**src/rtl/uart_rx.sv**
```systemverilog
// 8x-oversampling UART receiver (8N1, LSB first) driven by the baud generator's bclk_8.
// Presents each received byte with a valid/read handshake and sticky framing/overrun flags.
module uart_rx #(
  parameter int DATA_BITS = 8,
  parameter int OSR       = 8,
  parameter int MID       = 4
) (
  input  logic                 clk,
  input  logic                 rst,
  input  logic                 bclk_8,
  input  logic                 rx,
  input  logic                 rd,
  output logic [DATA_BITS-1:0] data_out,
  output logic                 data_valid,
  output logic                 frame_err,
  output logic                 overrun,
  output logic                 busy
);

  localparam int TW = (OSR > 1) ? $clog2(OSR) : 1;
  localparam int BW = (DATA_BITS > 1) ? $clog2(DATA_BITS) : 1;

  localparam logic [2:0] IDLE      = 3'd0;
  localparam logic [2:0] START     = 3'd1;
  localparam logic [2:0] DATA      = 3'd2;
  localparam logic [2:0] STOP      = 3'd3;
  localparam logic [2:0] WAIT_IDLE = 3'd4;

  localparam logic [TW-1:0] T_LAST = TW'(OSR - 1);
  localparam logic [TW-1:0] T_MID  = TW'(MID - 1);
  localparam logic [BW-1:0] B_LAST = BW'(DATA_BITS - 1);

  logic                 rx_meta;
  logic                 rx_s;
  logic                 bclk_8_q;
  logic                 tick;
  logic [2:0]           state;
  logic [TW-1:0]        tcnt;
  logic [BW-1:0]        bcnt;
  logic [DATA_BITS-1:0] shreg;
  logic                 done;
  logic                 rd_ok;

  // Input stage: rx synchroniser (preset to idle) and bclk_8 rising-edge detect
  always_ff @(posedge clk or negedge rst) begin
    if (!rst) begin
      rx_meta  <= 1'b1;
      rx_s     <= 1'b1;
      bclk_8_q <= 1'b0;
    end else begin
      rx_meta  <= rx;
      rx_s     <= rx_meta;
      bclk_8_q <= bclk_8;
    end
  end

  assign tick  = bclk_8 & ~bclk_8_q;
  assign done  = (state == STOP) && tick && (tcnt == T_LAST);
  assign rd_ok = rd & data_valid;
  assign busy  = (state != IDLE);

  // Frame sequencing: start detect at clk resolution, all bit timing on tick
  always_ff @(posedge clk or negedge rst) begin
    if (!rst) begin
      state <= IDLE;
      tcnt  <= '0;
      bcnt  <= '0;
    end else begin
      case (state)
        IDLE: begin
          if (!rx_s) begin
            state <= START;
            tcnt  <= '0;
          end
        end
        START: begin
          if (tick) begin
            if (tcnt == T_MID) begin
              tcnt  <= '0;
              bcnt  <= '0;
              state <= rx_s ? IDLE : DATA;
            end else begin
              tcnt <= tcnt + TW'(1);
            end
          end
        end
        DATA: begin
          if (tick) begin
            if (tcnt == T_LAST) begin
              tcnt <= '0;
              if (bcnt == B_LAST) state <= STOP;
              else                bcnt  <= bcnt + BW'(1);
            end else begin
              tcnt <= tcnt + TW'(1);
            end
          end
        end
        STOP: begin
          if (tick) begin
            if (tcnt == T_LAST) begin
              tcnt  <= '0;
              state <= rx_s ? IDLE : WAIT_IDLE;
            end else begin
              tcnt <= tcnt + TW'(1);
            end
          end
        end
        WAIT_IDLE: begin
          if (rx_s) state <= IDLE;
        end
        default: state <= IDLE;
      endcase
    end
  end

  // Datapath shift register; every bit is rewritten before it is ever presented
  always_ff @(posedge clk) begin
    if (state == DATA && tick && tcnt == T_LAST)
      shreg <= {rx_s, shreg[DATA_BITS-1:1]};
  end

  // Output stage: frame completion takes priority over a simultaneous read
  always_ff @(posedge clk or negedge rst) begin
    if (!rst) begin
      data_out   <= '0;
      data_valid <= 1'b0;
      frame_err  <= 1'b0;
      overrun    <= 1'b0;
    end else if (done) begin
      data_out   <= shreg;
      data_valid <= 1'b1;
      overrun    <= rd_ok ? 1'b0 : (overrun | data_valid);
      frame_err  <= (rd_ok ? 1'b0 : frame_err) | ~rx_s;
    end else if (rd_ok) begin
      data_valid <= 1'b0;
      frame_err  <= 1'b0;
      overrun    <= 1'b0;
    end
  end

endmodule

```
**config.mk**
```make
export PLATFORM = sky130hd
export DESIGN_NAME = uart_rx
export DESIGN_NICKNAME = d
export VERILOG_FILES = /design/src/rtl/uart_rx.sv
export SDC_FILE = /design/constraint.sdc
export NUM_CORES = 1
export LEC_CHECK = 0
export ABC_AREA = 1
export BUFFER_PORTS_ARGS = -buffer_cell sky130_fd_sc_hd__buf_4
export CORE_MARGIN = 2
export CORE_UTILIZATION = 45
export DETAILED_ROUTE_END_ITERATION = 16
export GPL_TIMING_DRIVEN = 0
export PLACE_DENSITY_LB_ADDON = 0.12
export SYNTH_ARGS = -nofsm -noshare
export SYNTH_HDL_FRONTEND = slang
export SYNTH_SLANG_ARGS = --single-unit
```
**constraint.sdc**
```tcl
create_clock -name clk -period 2.4 [get_ports clk]
set_input_delay 0.48 -clock clk [delete_from_list [all_inputs] [get_ports clk]]
set_output_delay 0.48 -clock clk [all_outputs]
set_load 0.03 [all_outputs]
```
==> results of run 1 <==
## state kept, by name, indices dropped and copies added (netlist names), 3 cells and up
name and flops:
data_out 8, state 3, bcnt 3, shreg 8, tcnt 3
## Yosys cell counts
master,count
buf_2,1
buf_6,1
dfrtp_1,21
dfstp_2,2
edfxtp_1,8
ha_1,7
inv_1,11
inv_2,4
nand2_1,50
nand2_2,3
nand3_1,12
nand3_2,4
nand3b_1,2
nor2_1,5
nor2_2,5
nor2_4,1
nor2_8,1
nor3_1,2
o21a_1,1
o21ai_0,3
o21ai_1,5
o21ai_2,1
## metrics by stage
step / area [um2] / utilization, % / std cells / power [mW] / worst slack, ns
after floorplan: 1450 / - / 150 / 1.04 / 0.593
after global routing: 1710 / 56.0 / 218 / 1.69 / 0.0281
after detailed placement: 1620 / 53.2 / 210 / 1.16 / 0.230
after CTS: 1710 / 56.0 / 218 / 1.59 / 0.219
final: 1710 / 56.0 / 218 / 1.59 / 0.250
after global placement: 1620 / 53.2 / 210 / 1.14 / 0.315
## worst max-delay path: stages (launching register included)
cell and delay [ns]:
dfrtp_1 0.38, ha_1 0.24, ha_1 0.25, inv_1 0.06, nor3_1 0.86
## power by group through the flow
stage | Clock [mW] | Sequential (mW) | Combinational [mW]
final | 0.433 | 0.630 | 0.523
after global routing | 0.463 | 0.635 | 0.587
after CTS | 0.440 | 0.628 | 0.525
after detailed placement | 0 | 0.639 | 0.524
after global placement | 0 | 0.635 | 0.506
after floorplan | 0 | 0.631 | 0.414
## cell families after synthesis
kind of cell,count (synthesis),synth area share (%)
DFF,31,56.5
AOI/OAI and AO/OA,10,3.89
and+or+nand+nor,85,28.5
buffers and inverters,17,5.01
adders and majority gates,7,6.05
## layer usage
metal  up-vias  share of wire (%)
li1        523                  -
met1       507                 46
met2        17                 48
met3         5                3.8
met4         0                1.5
met5         -                  0
## layout make-up
type	count	area [um2]	share of cell area [%]
sequential	31	818	47.9
multi-input combinational	102	557	32.6
timing repair buffer	16	120	7.03
inverter	15	56.3	3.29
tap	44	55.1	3.22
clock buffer	6	51.3	3.00
clock inverter	2	35.0	2.05
buffer	2	16.3	0.952
## final timing paths
path                                          end  slack (ns)           startpoint
min reg2reg                        rx_s$_DFF_PN1_        0.37    rx_meta$_DFF_PN1_
max reg2reg                    shreg[0]$_DFFE_PP_        0.25  tcnt[1]$_DFFE_PN0P_
max in group asynchronous       rx_meta$_DFF_PN1_        2.10                  rst
min in group clk                rx_meta$_DFF_PN1_        0.25                   rx
max                            shreg[0]$_DFFE_PP_        0.25  tcnt[1]$_DFFE_PN0P_
min                        data_valid$_DFFE_PN0P_        0.02                  rst
==> impl_metrics.yaml, run 1 <==
global_route:
  grt_max_degree: 24
  grt_use_met3_pct: 5.76
  use_met2_pct: 29.0
  grt_pass1_wl_mm: 4.55
  use_met1_pct: 20.7
  groute.usage.overall_pct: 17.3
  grt.busiest_layer: "met2"
  overflow: 0
  grt_pass1_vias: 1047
  antenna_found_initial: 0
power:
  internal-power_mw: 1.01
  power_density_nw_per_um2: 928
  vdd_drop_max_mv: 0.467
  p_leak_nw: 0.868
  p_comb_share_pct: 33.0
  p_clk_share_pct: 27.3
  power_frac_seq_pct: 39.7
  p_switching_uw: 578
  swShare_pct: 36.5
timing:
  fmax_ghz: 0.465
  setup_tns_ns: 0
  tightest_slew_ns: 1.06
  finalCriticalPeriod_ns: 2.15
  hold_viol: 0
  fin_crit_sh_pct: 89.6
  maxSlewViolCount: 0
  skew_ns: 0.00476
  rsz0062_at_grt: "false"
  maxSlewHeadroom_pct: 28.5
  setup_viol: 0
  hold_slack_ns: 0.0235
worst_setup_path:
  critPathRequiredTime_ns: 2.36
  cp_max_fo: 8
  startpoint_type: "flip-flop"
  r2r_cells: 4
  arrival_ns: 2.11
  path_class: "flip-flop to flip-flop"
  end_kind: "flip-flop"
clock_tree:
  clk_pin_slew_worst_paths_ns: 0.10
  cts_max_level: 2
  cts_root_buf: "clkbuf_4"
  cts_buffers: 5
  clk_latency_ns: 0.33
  cts_buffer_depth: 2
  cts_resized: 0
  post_cts_buffers: 0
  postCtsHoldBufs: 0
  cts_sinks: 31
  cts_tree: "built"
floorplanning:
  die_w_um: 60.7
  chipHeight_um: 60.7
  start_util_pct: 47.4
  io_pins: 17
  core_um2: 3050
  rows: 20
  die-area_um2: 3690
final_layout:
  nFillCells: 290
  nets: 185
  final_layout_size_suffix_gt1_share_pct: 27.0
  diodes: 0
  layout_common_cells: "50 x nand2_1, 21 x dfrtp_1, 16 x buf_4"
  area_growth_pct: 18.1
  layout_commonest_cell: "nand2_1"
yosys:
  synth_area_leader_cell: "dfrtp_1"
  synth_top_area_share_pct: 36.3
  syn-num-nets: 162
  ys_warn_count: 0
  ys_seq_area_share_pct: 56.5
  syn_avg_cell_area_um2: 9.65
  synthTopCellsByArea: "dfrtp_1 36%, edfxtp_1 17%, nand2_1 13%"
  synth.distinct_cells: 22
  ys_seq_elements: 31
  netlist_area_um2: 1450
  syn_inst: 150
status:
  status: "complete, no violations"
routing:
  vias: 1052
  drtIter0Drc: 28
  finalWirelength_mm: 2.64
  drc: 0
  firstDrtPassIters: 4
  wl_per_cell_um: 12.1
  avgViaCountPerCell: 4.83
  ant_nets: 0
placement:
  place.gp.congestion: 0.802
  dpl.hpwl_mm: 1.94
  port_buffers: 16
flow_run:
  maxCapViolations: 0
hold_path:
  hold_path.class: "primary input to asynchronous set/reset pin"
Note: power is estimated with default switching activity, not from simulation.
==> inputs of run 2 (changes only) <==
- REMOVE_ABC_BUFFERS: default -> 1
==> run 2 against run 1 <==
Net effect: global-route usage fell by 1.7 points; final cell count shrank 0.92%; largest power group unchanged; worst setup slack got worse by 0.0045 ns; largest cell class unchanged; utilization is 1.7 points lower.
==> impl_metrics.yaml, run 2 (synthesis results as in run 1) <==
power:
  internal-power_uw: 859
  power_frac_seq_pct: 45.9
  p_leak_nw: 0.841
  p_switching_uw: 537
  vdd_drop_max_mv: 0.394
  swShare_pct: 38.5
  p_comb_share_pct: 34.4
  p_clk_share_pct: 19.7
  power_density_nw_per_um2: 843
clock_tree:
  postCtsHoldBufs: 0
  cts_buffer_depth: 2
  cts_root_buf: "clkbuf_4"
  cts_max_level: 2
  cts_resized: 0
  cts_tree: "built"
  clk_pin_slew_worst_paths_ns: 0.09
  clk_latency_ns: 0.32
  post_cts_buffers: 0
  cts_buffers: 5
  cts_sinks: 31
final_layout:
  diodes: 0
  layout_commonest_cell: "nand2_1"
  nets: 183
  layout_common_cells: "50 x nand2_1, 21 x dfrtp_1, 16 x buf_4"
  final_layout_size_suffix_gt1_share_pct: 25.0
  multiInputGateArea_um2: 557
  seq_area_um2: 818
  nFillCells: 307
  area_growth_pct: 14.4
  reg.largest.list: "data_out x8, shreg x8"
  stdcell_area_um2: 1660
routing:
  firstDrtPassIters: 4
  wl_met3_um: 115
  top_layer: "met4"
  drtIter0Drc: 42
  ant_nets: 0
  wl_per_cell_um: 11.3
  vias: 1038
  drc: 0
  finalWirelength_mm: 2.43
  avgViaCountPerCell: 4.81
  met2WireLength_mm: 1.17
  wl_met1_mm: 1.10
global_route:
  antenna_found_initial: 0
  grt_max_degree: 24
  grt_pass1_vias: 963
  grt_pass1_wl_mm: 4.08
  groute.usage.overall_pct: 15.6
  overflow: 0
placement:
  port_buffers: 16
  place.gp.congestion: 0.702
  dpl.hpwl_mm: 1.78
  placedInstanceArea_um2: 1610
worst_setup_path:
  end_kind: "flip-flop"
  worstSetupStartpoint: "tcnt[0]$_DFFE_PN0P_"
  startpoint_type: "flip-flop"
  path_class: "flip-flop to flip-flop"
  critPathRequiredTime_ns: 2.34
  rr_startpoint: "tcnt[0]$_DFFE_PN0P_"
  arrival_ns: 2.10
  cp_max_fo: 8
timing:
  maxSlewHeadroom_pct: 27.3
  finalCriticalPeriod_ns: 2.15
  skew_ns: 0.00763
  fin_crit_sh_pct: 89.8
  maxSlewViolCount: 0
  tightest_slew_ns: 1.08
  hold_viol: 0
  setup_tns_ns: 0
  rsz0062_at_grt: "false"
  setup_viol: 0
  fmax_ghz: 0.464
floorplanning:
  rows: 20
  chipHeight_um: 60.7
  start_util_pct: 47.4
  io_pins: 17
  die-area_um2: 3690
  die_w_um: 60.7
  core_um2: 3050
hold_path:
  hold_path.class: "primary input to asynchronous set/reset pin"
flow_run:
  maxCapViolations: 0
status:
  status: "complete, no violations"
[run 2: cell count changes in the layout (fill, tap and decap cells not counted), sizes merged]
cell	previous run	this run
buf	18	16
bufinv	1	0
clkinv	1	2
[run 2: per-layer routing]
metal | GRT usage (%) | vias up
met4 | 6.52 | 0
met1 | 19.5 | 485
li1 | - | 530
met3 | 5.76 | 5
met2 | 24.4 | 18
met5 | 0 | -
[run 2: power groups by stage]
| stage | Combinational, mW | Clock (mW) | Sequential [mW] |
|---|---|---|---|
| final | 0.480 | 0.275 | 0.642 |
| after global routing | 0.549 | 0.317 | 0.650 |
| after CTS | 0.488 | 0.296 | 0.642 |
| after detailed placement | 0.486 | 0 | 0.652 |
| after global placement | 0.474 | 0 | 0.651 |
| after floorplan | 0.389 | 0 | 0.642 |
[run 2: cell type report]
type | instances | area share (%)
flip-flops and latches | 31 | 49.4
multi-input cells | 102 | 33.6
repair buffers | 16 | 7.25
inverters | 15 | 3.40
well taps | 44 | 3.32
clock buffers | 6 | 2.49
clock inverters | 2 | 0.529
[run 2: critical path, stage by stage, from the launching register on]
cell	delay [ns]
dfrtp_1	0.36
ha_1	0.23
ha_1	0.26
inv_1	0.06
nor3_1	0.87
[run 2: through the flow]
step           setup WS, ns  hold slack (ns)  utilization, %  total power [mW]  instances
2_1_floorplan         0.593            0.184               -              1.03        148
4_1_cts               0.211           0.0320            54.3              1.42        216
3_5_place_dp          0.227            0.353            52.6              1.14        208
3_3_place_gp          0.289            0.349            52.6              1.13        208
6_report              0.245           0.0378            54.3              1.40        216
5_1_grt              0.0176           0.0355            54.3              1.52        216
[run 2: path summary, 6_finish.rpt]
path	end	slack, ns	cells past startpoint
max	shreg[0]$_DFFE_PP_	0.25	4
min	data_out[6]$_DFFE_PN0P_	0.04	1
max reg2reg	shreg[0]$_DFFE_PP_	0.25	4
min reg2reg	rx_s$_DFF_PN1_	0.36	0
max in group asynchronous	rx_s$_DFF_PN1_	2.07	1
min in group clk	rx_meta$_DFF_PN1_	0.26	1
